[config.mk]
export PLATFORM = sky130hd
export DESIGN_NAME = map_switch_ctl
export DESIGN_NICKNAME = d
export VERILOG_FILES = /design/src/rtl/map_switch_ctl_pkg.sv /design/src/rtl/map_switch_ctl.sv
export SDC_FILE = /design/constraint.sdc
export NUM_CORES = 1
export LEC_CHECK = 0
export CAP_MARGIN = 20
export CELL_PAD_IN_SITES_DETAIL_PLACEMENT = 0
export CELL_PAD_IN_SITES_GLOBAL_PLACEMENT = 2
export CORE_MARGIN = 1.5
export CORE_UTILIZATION = 37
export CTS_CLUSTER_SIZE = 40
export DETAILED_ROUTE_END_ITERATION = 6
export PLACE_DENSITY_LB_ADDON = 0.1
export SYNTH_ARGS = -nofsm -noshare
export SYNTH_HDL_FRONTEND = slang
export SYNTH_SLANG_ARGS = --single-unit
export TNS_END_PERCENT = 10
[constraint.sdc]
create_clock -name clk -period 3.05 [get_ports clk]
set_input_delay 0.915 -clock clk [delete_from_list [all_inputs] [get_ports clk]]
set_output_delay 0.915 -clock clk [all_outputs]
set_load 0.005 [all_outputs]
[src/rtl/map_switch_ctl_pkg.sv]
// Shared types for the mapper-switch sequencer: FSM state encoding and a
// small helper used to classify the states in which requests are refused.
package map_switch_ctl_pkg;

    typedef enum logic [1:0] {
        ST_IDLE       = 2'd0,
        ST_WAIT_QUIET = 2'd1,
        ST_HOLD_RST   = 2'd2,
        ST_RELEASE    = 2'd3
    } state_e;

    // True while the hub is held on nominal output and the new index is settling.
    function automatic logic in_swap_window(input state_e st);
        logic res;
        case (st)
            ST_HOLD_RST: res = 1'b1;
            ST_RELEASE:  res = 1'b1;
            default:     res = 1'b0;
        endcase
        return res;
    endfunction

endpackage

[src/rtl/map_switch_ctl.sv]
// Mapper-switch sequencer: waits for a quiet console bus (or a timeout), then
// holds the hub on nominal output with the mapper in reset while the index changes.
module map_switch_ctl
    import map_switch_ctl_pkg::*;
#(
    parameter int unsigned IDX_W    = 8,
    parameter int unsigned RST_IDX  = 0,
    parameter int unsigned IDLE_CYC = 16,
    parameter int unsigned RST_CYC  = 8,
    parameter int unsigned TMO_CYC  = 65535
) (
    input  logic             clk,
    input  logic             rst_n,
    input  logic             req_stb,
    input  logic [IDX_W-1:0] req_idx,
    input  logic             bus_act,
    output logic [IDX_W-1:0] cur_idx,
    output logic             map_rst,
    output logic             bus_hold,
    output logic             busy,
    output logic             ack,
    output logic             req_rej,
    output logic             forced
);

    localparam int unsigned CNT_W  = $clog2(TMO_CYC + 1);
    localparam int unsigned RCNT_W = (RST_CYC > 1) ? $clog2(RST_CYC) : 1;

    localparam logic [CNT_W-1:0]  IDLE_LIM = CNT_W'(IDLE_CYC);
    localparam logic [CNT_W-1:0]  TMO_LIM  = CNT_W'(TMO_CYC);
    localparam logic [RCNT_W-1:0] RST_LAST = RCNT_W'(RST_CYC - 1);
    localparam logic [IDX_W-1:0]  IDX_RST  = IDX_W'(RST_IDX);

    state_e             state_q, state_d;
    logic [CNT_W-1:0]   idle_cnt_q, idle_cnt_d;
    logic [CNT_W-1:0]   tmo_cnt_q, tmo_cnt_d;
    logic [RCNT_W-1:0]  rst_cnt_q, rst_cnt_d;
    logic [IDX_W-1:0]   pend_idx_q, pend_idx_d;
    logic [IDX_W-1:0]   cur_idx_q, cur_idx_d;
    logic               map_rst_q, map_rst_d;
    logic               bus_hold_q, bus_hold_d;
    logic               busy_q, busy_d;
    logic               ack_q, ack_d;
    logic               req_rej_q, req_rej_d;
    logic               forced_q, forced_d;

    logic               accept_s;
    logic               same_s;
    logic               tmo_exit_s;
    logic               swap_s;

    // State, counter and output registers.
    always_ff @(posedge clk or negedge rst_n) begin
        if (!rst_n) begin
            state_q    <= ST_IDLE;
            idle_cnt_q <= {CNT_W{1'b0}};
            tmo_cnt_q  <= {CNT_W{1'b0}};
            rst_cnt_q  <= {RCNT_W{1'b0}};
            pend_idx_q <= IDX_RST;
            cur_idx_q  <= IDX_RST;
            map_rst_q  <= 1'b0;
            bus_hold_q <= 1'b0;
            busy_q     <= 1'b0;
            ack_q      <= 1'b0;
            req_rej_q  <= 1'b0;
            forced_q   <= 1'b0;
        end else begin
            state_q    <= state_d;
            idle_cnt_q <= idle_cnt_d;
            tmo_cnt_q  <= tmo_cnt_d;
            rst_cnt_q  <= rst_cnt_d;
            pend_idx_q <= pend_idx_d;
            cur_idx_q  <= cur_idx_d;
            map_rst_q  <= map_rst_d;
            bus_hold_q <= bus_hold_d;
            busy_q     <= busy_d;
            ack_q      <= ack_d;
            req_rej_q  <= req_rej_d;
            forced_q   <= forced_d;
        end
    end

    // Next-state and counter logic; the idle exit is tested first so it wins a tie.
    always_comb begin
        state_d    = state_q;
        idle_cnt_d = idle_cnt_q;
        tmo_cnt_d  = tmo_cnt_q;
        rst_cnt_d  = rst_cnt_q;
        pend_idx_d = pend_idx_q;
        accept_s   = 1'b0;
        same_s     = 1'b0;
        tmo_exit_s = 1'b0;
        case (state_q)
            ST_IDLE: begin
                if (req_stb) begin
                    if (req_idx != cur_idx_q) begin
                        accept_s   = 1'b1;
                        pend_idx_d = req_idx;
                        idle_cnt_d = {CNT_W{1'b0}};
                        tmo_cnt_d  = {CNT_W{1'b0}};
                        state_d    = ST_WAIT_QUIET;
                    end else begin
                        same_s = 1'b1;
                    end
                end else begin
                    state_d = ST_IDLE;
                end
            end
            ST_WAIT_QUIET: begin
                if (bus_act) begin
                    idle_cnt_d = {CNT_W{1'b0}};
                end else begin
                    idle_cnt_d = idle_cnt_q + CNT_W'(1);
                end
                tmo_cnt_d = tmo_cnt_q + CNT_W'(1);
                if (req_stb) begin
                    pend_idx_d = req_idx;
                end else begin
                    pend_idx_d = pend_idx_q;
                end
                if (idle_cnt_d == IDLE_LIM) begin
                    state_d   = ST_HOLD_RST;
                    rst_cnt_d = {RCNT_W{1'b0}};
                end else if (tmo_cnt_d == TMO_LIM) begin
                    state_d    = ST_HOLD_RST;
                    rst_cnt_d  = {RCNT_W{1'b0}};
                    tmo_exit_s = 1'b1;
                end else begin
                    state_d = ST_WAIT_QUIET;
                end
            end
            ST_HOLD_RST: begin
                if (rst_cnt_q == RST_LAST) begin
                    state_d   = ST_RELEASE;
                    rst_cnt_d = {RCNT_W{1'b0}};
                end else begin
                    rst_cnt_d = rst_cnt_q + RCNT_W'(1);
                end
            end
            ST_RELEASE: begin
                state_d = ST_IDLE;
            end
            default: begin
                state_d = ST_IDLE;
            end
        endcase
    end

    // Registered outputs are computed from the state being entered.
    always_comb begin
        swap_s     = (state_q == ST_WAIT_QUIET) && (state_d == ST_HOLD_RST);
        cur_idx_d  = swap_s ? pend_idx_d : cur_idx_q;
        map_rst_d  = (state_d == ST_HOLD_RST);
        bus_hold_d = in_swap_window(state_d);
        busy_d     = (state_d != ST_IDLE);
        ack_d      = (state_d == ST_RELEASE) || same_s;
        req_rej_d  = req_stb && in_swap_window(state_q);
        if (accept_s) begin
            forced_d = 1'b0;
        end else if (tmo_exit_s) begin
            forced_d = 1'b1;
        end else begin
            forced_d = forced_q;
        end
    end

    assign cur_idx  = cur_idx_q;
    assign map_rst  = map_rst_q;
    assign bus_hold = bus_hold_q;
    assign busy     = busy_q;
    assign ack      = ack_q;
    assign req_rej  = req_rej_q;
    assign forced   = forced_q;

endmodule
### Word level (Yosys, flattened, before mapping)

Cells that the tools add are included.

* equality and inequality tests: 12
* reductions and logical operators: 12
* mux-type cells: 33
* add/subtract/negate cells: 3

Operators by type and width (number)
* $mux 16: 4
* $pmux 16 s2: 2
* $add 16x1->16 const B: 2
* $mux 8: 3
* $eq 16x16->1 const B: 1
* $eq 16x5->1 const B: 1
* $pmux 8 s2: 1
* $mux 1: 13
* $mux 2: 5
* $mux 3: 3
* $eq 2x2->1 const B: 4
* $ne 8x8->1: 1
* $pmux 2 s4: 1
* $reduce_bool 2->1: 4
* $pmux 3 s2: 1
* $ne 2x2->1 const B: 2
* $reduce_or 2->1: 2
* $add 3x1->3 const B: 1
* $eq 3x3->1 const B: 1
* $ne 3x3->1 const B: 1
* $reduce_and 3->1: 1
* $eq 2x1->1 const B: 1
* $logic_and 1x1->1: 2
* $logic_not 2->1: 1
* other kinds (2): 2

* flip-flop bits (word level): 59

### Longest topological paths before layout

Gate-level depths: netlist of the first run.

* depth in word-level cells: 9
* depth in mapped cells: 10
* mapped depth without buffers: 8

### Worst setup path before layout of the first run

No wires, ideal clock.

* kind: input -> register
* from: in req_idx[0]
* to: reg cur_idx_q[0] (netlist: cur_idx[0])
* library setup time: 125 ps
* stages on the path: 5
* data arrival time: 2334 ps
* setup slack: 592 ps
* cell sequence: xnor2_1 -> nand4_1 -> o31ai_2 -> mux2_2 -> mux2_2

* elaborated cells on any way between the ends: 10
* classes of those cells: eq/ne (2); mux (7); reduce/logical (1)

RTL lines
* start: declaration: line map_switch_ctl.sv:15 `input logic [IDX_W-1:0] req_idx,`
* $ne 8x8->1: line map_switch_ctl.sv:96 `if (req_idx != cur_idx_q) begin`
* $mux 8: line map_switch_ctl.sv:96
* $mux 8: line map_switch_ctl.sv:95 `if (req_stb) begin`
* $pmux 8 s2 (*): line map_switch_ctl.sv:93 `case (state_q)`
* named net pend_idx_d[0]: line map_switch_ctl.sv:38 `logic [IDX_W-1:0] pend_idx_q, pend_idx_d;`
* end signal: assignment: line map_switch_ctl.sv:73 `cur_idx_q <= cur_idx_d;`
* end: declaration: line map_switch_ctl.sv:39 `logic [IDX_W-1:0] cur_idx_q, cur_idx_d;`

Mark *: on every way through the listed nets, which the timed path passes. The rest lies on a longest branch.
A chain may end at the register's enable or synchronous reset.

### Final worst setup path of the first run

* from: reg tmo_cnt_q[0]
* to: reg cur_idx_q[2] (netlist: cur_idx[2])

* word-level cells in the longest chain between the ends: 7

Ends and longest elaborated chain
* start: declaration: line map_switch_ctl.sv:36 `logic [CNT_W-1:0] tmo_cnt_q, tmo_cnt_d;`
* start signal: assignment: line map_switch_ctl.sv:57 `tmo_cnt_q <= {CNT_W{1'b0}};`
* start signal: assignment: line map_switch_ctl.sv:70 `tmo_cnt_q <= tmo_cnt_d;`
* $add 16x1->16: line map_switch_ctl.sv:115 `tmo_cnt_d = tmo_cnt_q + CNT_W'(1);`
* $eq 16x16->1: line map_switch_ctl.sv:124 `end else if (tmo_cnt_d == TMO_LIM) begin`
* $mux 2: line map_switch_ctl.sv:124
* $mux 2: line map_switch_ctl.sv:121 `if (idle_cnt_d == IDLE_LIM) begin`
* $pmux 2 s4: line map_switch_ctl.sv:93
* $eq 2x2->1: line map_switch_ctl.sv:151 `swap_s = (state_q == ST_WAIT_QUIET) && (state_d == ST_HOLD_RST);`
* $logic_and 1x1->1: line map_switch_ctl.sv:151

No other way between the ends.

==> flow_summary.yaml, run 1 <==
run_status:
  status: "finished, final reports clean"
power:
  power_density_nw_per_um2: 527
  ir_worst_vdd_v: 0.000195
  p_leak_nw: 1.63
floorplan:
  rows: 34
  start_util_pct: 38.1
  die_y_um: 97.8
  coreArea_um2: 8720
  ios: 26
  die_area_um2: 9560
  dieWidth_um: 97.8
synth:
  synthAdderAreaFrac_pct: 1.88
  synth_compound_area_share_pct: 16.9
  yosys.area_share.xor_xnor_pct: 5.27
  ys_seq_area_share_pct: 44.4
  synth_cells: 352
  ys_types: 50
  syn-num-nets: 369
  ys_seq_elements: 59
  synth_area_um2: 3320
  synth_top_family_by_area: "simple AND/OR/NAND/NOR gates"
  synth-simple-area-share_pct: 21.5
  synth_mux_area_share_pct: 6.18
  ys_warn_count: 0
  syn_area_per_cell_um2: 9.44
clock_network:
  worstSkewPairLatency_ns: 0.34
  cts_root_buf: "clkbuf_8"
  cts_tree: "yes"
  cts_buffers: 9
  clkTransAtPathRegs_ns: 0.07
  cts-htree-levels: 3
  cts-resized-gates: 0
  clock_sinks: 59
  clock_path_buffers: 2
  hold_buffers: 0
  postCtsSetupRepairBufs: 0
critical_path:
  cpPeakStageDelay_ns: 0.44
  slowest_stage: "dfrtp_1"
  crit_required_ns: 3.27
  critPathCaptureType: "flop"
  crit_chain: "ha_1 > nand4_2 > nor3_2 > xnor2_1 > nor3_1 > and4_1 > a21o_4 > mux2_2"
  worstPathArrival_ns: 2.97
  ff2ff_setup_slack_ns: 0.30
  worst-setup-path-type: "flop to flop"
  critPathLaunchType: "flop"
  critical_path_peak_fanout: 14
routing:
  dr_total_vias: 2653
  route.detailed.drc: 0
  dr.pass1.iters: 4
  final_antenna_net_count: 0
  finalWirelength_mm: 7.76
  first_iter_violations: 105
  via_per_inst: 5.43
  wire_per_inst_um: 15.9
timing:
  slew_headroom_pct: 61.3
  final_max_slew_viol_count: 0
  period_share_pct: 90.3
  fmax_ghz: 0.363
  hold_viol_final: 0
  max_slew.worst_pin.slew_ns: 0.579
  fin_crit_ns: 2.75
  setup_viol: 0
  hold_slack_ns: 0.489
  skew_ns: 0.00955
  rsz0062_at_grt: "no"
  tns_ns: 0
cells_and_area:
  antenna_cells: 0
  fin_nets: 394
  fillers: 867
  drive_above_1_share_pct: 13.6
  multiInputGateArea_um2: 1720
  area_growth_syn_to_layout_pct: 17.1
  regArea_um2: 1480
global_routing:
  grt_pass1_wl_mm: 13.6
  grt_pass1_vias: 2641
  antenna_found_initial: 0
  grt_max_degree: 38
  gr-usage-all-layers_pct: 17.7
  globalRouteOverflowTotal: 0
hold_path:
  hold_class: "flop to flop"
run:
  maxCapViolations: 0
placed_design:
  hpwl_mm: 5.36
  routabilityCongestion: 0.708
  io_buffers: 25
## cell usage in the layout (no fill, tap or decap), types with 2 or more instances in the layout
cell type,count
a211oi_1,2
a21o_1,2
a21oi_1,15
a22o_1,2
a31oi_1,5
and2_1,2
and3_1,8
and4_1,3
buf_12,2
buf_4,8
clkbuf_8,10
clkdlybuf4s50_1,24
clkinv_2,3
dfrtp_1,59
ha_1,5
inv_1,6
mux2_2,12
mux2_4,4
nand2_1,35
nand2b_1,4
nand3_1,12
nand4_1,10
nand4_2,2
nor2_1,30
nor2b_1,2
nor3_1,6
nor3_2,2
nor3b_1,5
nor4_1,2
o21ai_0,48
o22ai_1,4
o31ai_1,4
o32ai_1,2
or3_1,3
xnor2_1,16
xor2_1,4
## Yosys cell counts, drive strengths merged
cell	number	area share, %
and2	2	0.38
o21bai	1	0.23
xnor2	16	4.2
nor2b	2	0.38
nor4	3	1.0
and4	4	1.1
nor2	30	3.4
a21oi	15	2.3
o22ai	4	0.75
nor3	8	1.5
nand3	12	1.8
xor2	4	1.1
a21o	3	0.90
nand2b	4	0.75
o32ai	2	0.53
o31a	1	0.26
a31oi	5	0.94
o41ai	1	0.26
dfrtp	59	44
a32oi	1	0.26
o2111ai	1	0.26
and3	8	1.5
a22oi	1	0.23
a211o	1	0.26
a22o	2	0.53
ha	5	1.9
a211oi	2	0.45
nand4	13	3.3
or3	3	0.57
buf	9	1.8
nor4b	1	0.72
a41oi	1	0.26
inv	6	0.68
o31ai	5	1.3
nand2	35	4.0
mux2i	1	0.30
mux2	16	5.9
o21ai	48	7.2
clkbuf	12	1.4
nor3b	5	1.1
## metal layers
layer / GRT usage (%) / share of wire, %
met3: 2.79 / 1.9
met5: 0 / 0
met2: 27.2 / 46
met1: 25.2 / 50
met4: 6.92 / 1.5
## per-stage QoR
step | cells | cell area, µm² | setup WS (ns) | total power, mW | utilization [%]
2_1_floorplan | 352 | 3320 | 0.592 | 1.22 | -
3_3_place_gp | 474 | 3700 | 0.0634 | 1.36 | 42.4
3_5_place_dp | 474 | 3700 | 0.0695 | 1.36 | 42.4
4_1_cts | 489 | 3890 | 0.247 | 2.09 | 44.6
5_1_grt | 489 | 3890 | 0.0201 | 2.18 | 44.6
6_report | 489 | 3890 | 0.296 | 2.05 | 44.6
## flip-flops by register name, summed over array words and instances, names as in the netlist
register	count
forced	1
rst_cnt_q	3
ack	1
busy	1
pend_idx_q	8
cur_idx	8
bus_hold	1
state_q	2
req_rej	1
map_rst	1
tmo_cnt_q	16
idle_cnt_q	16
## worst max-delay path, delay by kind of cell (launching register included)
family	cells	cell delay (ns)
flops	1	0.44
simple gates	4	1.13
compound gates	1	0.27
xor+xnor	1	0.10
fa+ha+maj	1	0.34
mux	1	0.35
## final timing paths
check | start | end | depth (start not counted)
worst max register to register | tmo_cnt_q[0]$_DFFE_PN0P_ | cur_idx[2]$_DFFE_PN0P_ | 8
worst min register to register | pend_idx_q[0]$_DFF_PN0_ | pend_idx_q[0]$_DFF_PN0_ | 1
min in group asynchronous | rst_n | tmo_cnt_q[2]$_DFFE_PN0P_ | 1
worst min-delay path | pend_idx_q[0]$_DFF_PN0_ | pend_idx_q[0]$_DFF_PN0_ | 1
worst max-delay path | tmo_cnt_q[0]$_DFFE_PN0P_ | cur_idx[2]$_DFFE_PN0P_ | 8
max in group asynchronous | rst_n | idle_cnt_q[12]$_DFFE_PN0P_ | 2
## cell families (layout without fill, tap and decap cells)
group                    Yosys count  after routing
AO/OA/AOI/OAI                     94             94
multiplexers                      17             17
XOR/XNOR                          20             20
buffers and inverters             27             56
adder cells (fa/ha/maj)            5              5
AND/OR/NAND/NOR                  130            130
flip-flops                        59             59
## report_power, final
part	internal, mW	switching [mW]
clock network	0.392	0.316
registers	0.860	0.109
logic	0.181	0.190
## cell type report
type,count,area share (%)
multi-input combinational,266,44.2
timing repair buffer,35,8.88
sequential,59,38.0
clock inverter,5,1.38
tap,108,3.47
inverter,6,0.579
clock buffer,10,3.54
Note: power is estimated with default switching activity, not from simulation.
==> run 2, diff against run 1 <==
Settings changed: CAP_MARGIN 20 to not set, RECOVER_POWER set to 25.
==> flow_summary.yaml, run 2 (synthesis gave the netlist of run 1 again) <==
cells_and_area:
  mostFrequentLayoutCells: "dfrtp_1, o21ai_0, nand2_1"
  final_common_cell: "dfrtp_1"
  area_growth_syn_to_layout_pct: 16.6
  antenna_cells: 0
  fin_util_pct: 44.4
  multiInputGateArea_um2: 1720
  regArea_um2: 1480
  fillers: 867
  stdcell_area_um2: 3870
  drive_above_1_share_pct: 13.4
  reg_top3: "idle_cnt_q: 16 flops, tmo_cnt_q: 16 flops"
  fin_nets: 394
placed_design:
  placed_cell_area_um2: 3700
  routabilityCongestion: 0.708
  hpwl_mm: 5.36
  io_buffers: 25
power:
  p_leak_nw: 1.62
  power_density_nw_per_um2: 528
  ir_worst_vdd_v: 0.000194
  total_power_mw: 2.05
global_routing:
  grt_pass1_wl_mm: 13.6
  globalRouteOverflowTotal: 0
  gr-usage-all-layers_pct: 17.7
  antenna_found_initial: 0
  grt_max_degree: 38
  grt_pass1_vias: 2641
clock_network:
  cts_tree: "yes"
  cts_root_buf: "clkbuf_8"
  clock_sinks: 59
  postCtsSetupRepairBufs: 0
  cts-htree-levels: 3
  cts-resized-gates: 0
  cts_buffers: 9
  clkTransAtPathRegs_ns: 0.07
  hold_buffers: 0
  worstSkewPairLatency_ns: 0.34
  clock_path_buffers: 2
critical_path:
  critPathLaunchType: "flop"
  slowest_stage: "dfrtp_1"
  critical_path_peak_fanout: 14
  critPathCaptureType: "flop"
  worst-setup-path-type: "flop to flop"
  cpPeakStageDelay_ns: 0.44
  worstPathArrival_ns: 2.97
  crit_chain: "ha_1 > nand4_2 > nor3_2 > xnor2_1 > nor3_1 > and4_1 > a21o_4 > mux2_2"
  crit_required_ns: 3.27
floorplan:
  dieWidth_um: 97.8
  start_util_pct: 38.1
  die_y_um: 97.8
  coreArea_um2: 8720
  die_area_um2: 9560
  ios: 26
  rows: 34
run:
  maxCapViolations: 0
hold_path:
  hold_class: "flop to flop"
timing:
  rsz0062_at_grt: "no"
  max_slew.worst_pin.slew_ns: 1.26
  period_share_pct: 90.3
  slew_headroom_pct: 15.7
  hold_viol_final: 0
  skew_ns: 0.00955
  fin_crit_ns: 2.75
  tns_ns: 0
  final_max_slew_viol_count: 0
  hold_slack_ns: 0.489
  fmax_ghz: 0.363
  setup_viol: 0
routing:
  via_per_inst: 5.43
  first_iter_violations: 105
  final_antenna_net_count: 0
  dr_total_vias: 2653
  route.detailed.drc: 0
  finalWirelength_mm: 7.76
  dr.pass1.iters: 4
  wire_per_inst_um: 15.9
run_status:
  status: "finished, final reports clean"
==> run 2: changes by cell type in the layout (fill, tap and decap cells not counted), sizes merged <==
cell and change:
buf -2, clkbuf +2, clkdlybuf4s50 -1, dlygate4sd3 +1
==> run 2: power by group <==
| group | internal, mW | switching, mW | leakage (nW) |
|---|---|---|---|
| Clock | 0.392 | 0.316 | 0.102 |
| Sequential | 0.860 | 0.109 | 0.767 |
| Combinational | 0.179 | 0.190 | 0.752 |
==> run 2: through the flow <==
| stage | std cells | setup slack (ns) |
|---|---|---|
| finish | 489 | 0.296 |
| global route | 489 | 0.0201 |
| CTS | 489 | 0.247 |
| detailed placement | 474 | 0.0695 |
| global placement | 474 | 0.0634 |
| floorplan | 352 | 0.592 |
==> run 2: per-layer routing <==
layer	part of all wire, %	vias to the layer above	global-route usage, %
met5	0	-	0
met4	1.5	0	6.92
met3	1.9	11	2.79
met2	46	34	27.2
met1	50	1291	25.2
li1	-	1317	-
==> run 2: cell type report <==
type,instances,area share [%]
Tap cell,108,3.49
Timing Repair Buffer,35,8.49
Clock buffer,10,3.55
Multi-Input combinational cell,266,44.4
Clock inverter,5,1.39
Inverter,6,0.581
Sequential cell,59,38.1
==> run 2: final timing paths <==
| kind | from | end | slack, ns | cells after the start |
|---|---|---|---|---|
| setup / recovery | tmo_cnt_q[0]$_DFFE_PN0P_ | cur_idx[2]$_DFFE_PN0P_ | 0.30 | 8 |
| hold / removal | pend_idx_q[0]$_DFF_PN0_ | pend_idx_q[0]$_DFF_PN0_ | 0.49 | 1 |
| setup reg to reg | tmo_cnt_q[0]$_DFFE_PN0P_ | cur_idx[2]$_DFFE_PN0P_ | 0.30 | 8 |
| hold reg to reg | pend_idx_q[0]$_DFF_PN0_ | pend_idx_q[0]$_DFF_PN0_ | 0.49 | 1 |
| max in group asynchronous | rst_n | idle_cnt_q[12]$_DFFE_PN0P_ | 0.65 | 2 |
| min in group asynchronous | rst_n | tmo_cnt_q[2]$_DFFE_PN0P_ | 0.83 | 1 |
==> run 2: worst max-delay path: cells and delay by family, from the launching register on <==
family          cells  cell delay [ns]
mux                 1             0.35
compound gates      1             0.27
flops               1             0.44
simple gates        4             1.13
fa+ha+maj           1             0.34
xor+xnor            1             0.10
==> run 3, diff against run 2 <==
Settings changed: CORE_ASPECT_RATIO set to 1.25, CTS_CLUSTER_SIZE 40 to not set.
==> flow_summary.yaml, run 3 (synthesis gave the netlist of run 1 again) <==
timing:
  setup_viol: 0
  fin_crit_ns: 2.70
  hold_slack_ns: 0.495
  max_slew.worst_pin.slew_ns: 1.50
  fmax_ghz: 0.371
  period_share_pct: 88.4
  skew_ns: 0.00626
  rsz0062_at_grt: "no"
  final_max_slew_viol_count: 0
  tns_ns: 0
  hold_viol_final: 0
  setup_ws_ns: 0.355
  slew_headroom_pct: 0.0407
floorplan:
  die_area_um2: 9560
  rows: 38
  ios: 26
  start_util_pct: 38.2
  die_y_um: 109
  coreArea_um2: 8700
  dieWidth_um: 87.8
critical_path:
  critPathLaunchType: "flop"
  critPathCaptureType: "flop"
  r2r_cells: 8
  critical_path_peak_fanout: 14
  timing.rr.end: "cur_idx[0]$_DFFE_PN0P_"
  ff2ff_setup_slack_ns: 0.35
  reg2reg_from: "idle_cnt_q[0]$_DFFE_PN0P_"
  crit_required_ns: 3.28
  crit_chain: "ha_1 > nand2_1 > nor3_2 > nand3_1 > a32oi_1 > and4_4 > a21o_4 > mux2_2"
  worstPathArrival_ns: 2.92
  cpPeakStageDelay_ns: 0.45
  slowest_stage: "dfrtp_1"
  worst-setup-path-type: "flop to flop"
routing:
  via_per_inst: 5.28
  route.detailed.drc: 0
  wire_per_inst_um: 15.6
  finalWirelength_mm: 7.81
  dr_total_vias: 2649
  first_iter_violations: 102
  final_antenna_net_count: 0
  dr.pass1.iters: 4
placed_design:
  placed_cell_area_um2: 3710
  place_ws_ns: 0.108
  hpwl_mm: 5.30
  routabilityCongestion: 0.718
  io_buffers: 25
  dp_cells: 487
clock_network:
  cts-resized-gates: 0
  cts-htree-levels: 3
  clkTransAtPathRegs_ns: 0.07
  clock_sinks: 59
  postCtsSetupRepairBufs: 0
  cts_tree: "yes"
  cts_buffers: 9
  hold_buffers: 0
  clock_path_buffers: 2
  worstSkewPairLatency_ns: 0.34
  cts_root_buf: "clkbuf_8"
global_routing:
  grt_pass1_wl_mm: 13.4
  antenna_found_initial: 0
  grt_pass1_vias: 2640
  globalRouteOverflowTotal: 0
  gr-usage-all-layers_pct: 18.3
  grt_max_degree: 60
cells_and_area:
  stdcell_count: 502
  stdcell_area_um2: 3870
  area_growth_syn_to_layout_pct: 16.6
  reg_top3: "idle_cnt_q: 16 flops, tmo_cnt_q: 16 flops"
  multiInputGateArea_um2: 1720
  mostFrequentLayoutCells: "dfrtp_1, o21ai_0, nand2_1"
  antenna_cells: 0
  fin_util_pct: 44.5
  fillers: 850
  regArea_um2: 1480
  final_common_cell: "dfrtp_1"
  fin_nets: 395
  drive_above_1_share_pct: 13.9
hold_path:
  holdPathStages: 1
  min_to: "pend_idx_q[1]$_DFF_PN0_"
  hold_class: "flop to flop"
  hold_start: "pend_idx_q[1]$_DFF_PN0_"
power:
  total_power_mw: 1.97
  power_density_nw_per_um2: 509
  ir_worst_vdd_v: 0.000222
  p_leak_nw: 1.61
run:
  maxCapViolations: 1
run_status:
  violations: "max-capacitance violations"
  status: "complete, but fails checks"
run 3: changes by cell type in the layout (fill, tap and decap cells not counted):
cell             delta
clkinvlp_4          +2
dlygate4sd3_1       -1
clkbuf_1            -1
buf_4               +1
clkdlybuf4s50_1     +1
and2_0              +1
buf_2               +1
clkinv_4            -1
bufinv_16           -1
and2_1              -1
run 3: routing by layer:
layer	track usage, %	wire [µm]
met2	30.1	3910
met5	0	0
met1	23.7	3620
met3	3.03	141
met4	7.82	135
run 3: power breakdown:
part           internal, mW  switching, mW
logic                 0.183          0.193
clock network         0.307          0.313
registers             0.860          0.114
run 3: worst max-delay path by stage:
stage,from,endpoint,slack (ns)
6_report,idle_cnt_q[0]$_DFFE_PN0P_,cur_idx[0]$_DFFE_PN0P_,0.35
5_1_grt,idle_cnt_q[0]$_DFFE_PN0P_,cur_idx[2]$_DFFE_PN0P_,0.15
4_1_cts,idle_cnt_q[0]$_DFFE_PN0P_,cur_idx[3]$_DFFE_PN0P_,0.35
3_5_place_dp,req_idx[0],cur_idx[0]$_DFFE_PN0P_,0.11
3_3_place_gp,bus_act,cur_idx[1]$_DFFE_PN0P_,0.14
2_1_floorplan,req_idx[0],cur_idx[0]$_DFFE_PN0P_,0.59
run 3: cell type report:
| cell class | instances | area share, % |
|---|---|---|
| clock buffers | 10 | 3.55 |
| repair buffers | 36 | 8.72 |
| well taps | 120 | 3.88 |
| clock inverters | 5 | 0.775 |
| multi-input cells | 266 | 44.4 |
| flip-flops and latches | 59 | 38.1 |
| inverters | 6 | 0.581 |
run 3: critical path: cells and delay by family, from the launching register on:
kind | cells | cell delay (ns)
adder cells (fa/ha/maj) | 1 | 0.32
AND/OR/NAND/NOR | 4 | 0.96
multiplexers | 1 | 0.35
AO/OA/AOI/OAI | 2 | 0.48
flip-flops | 1 | 0.45
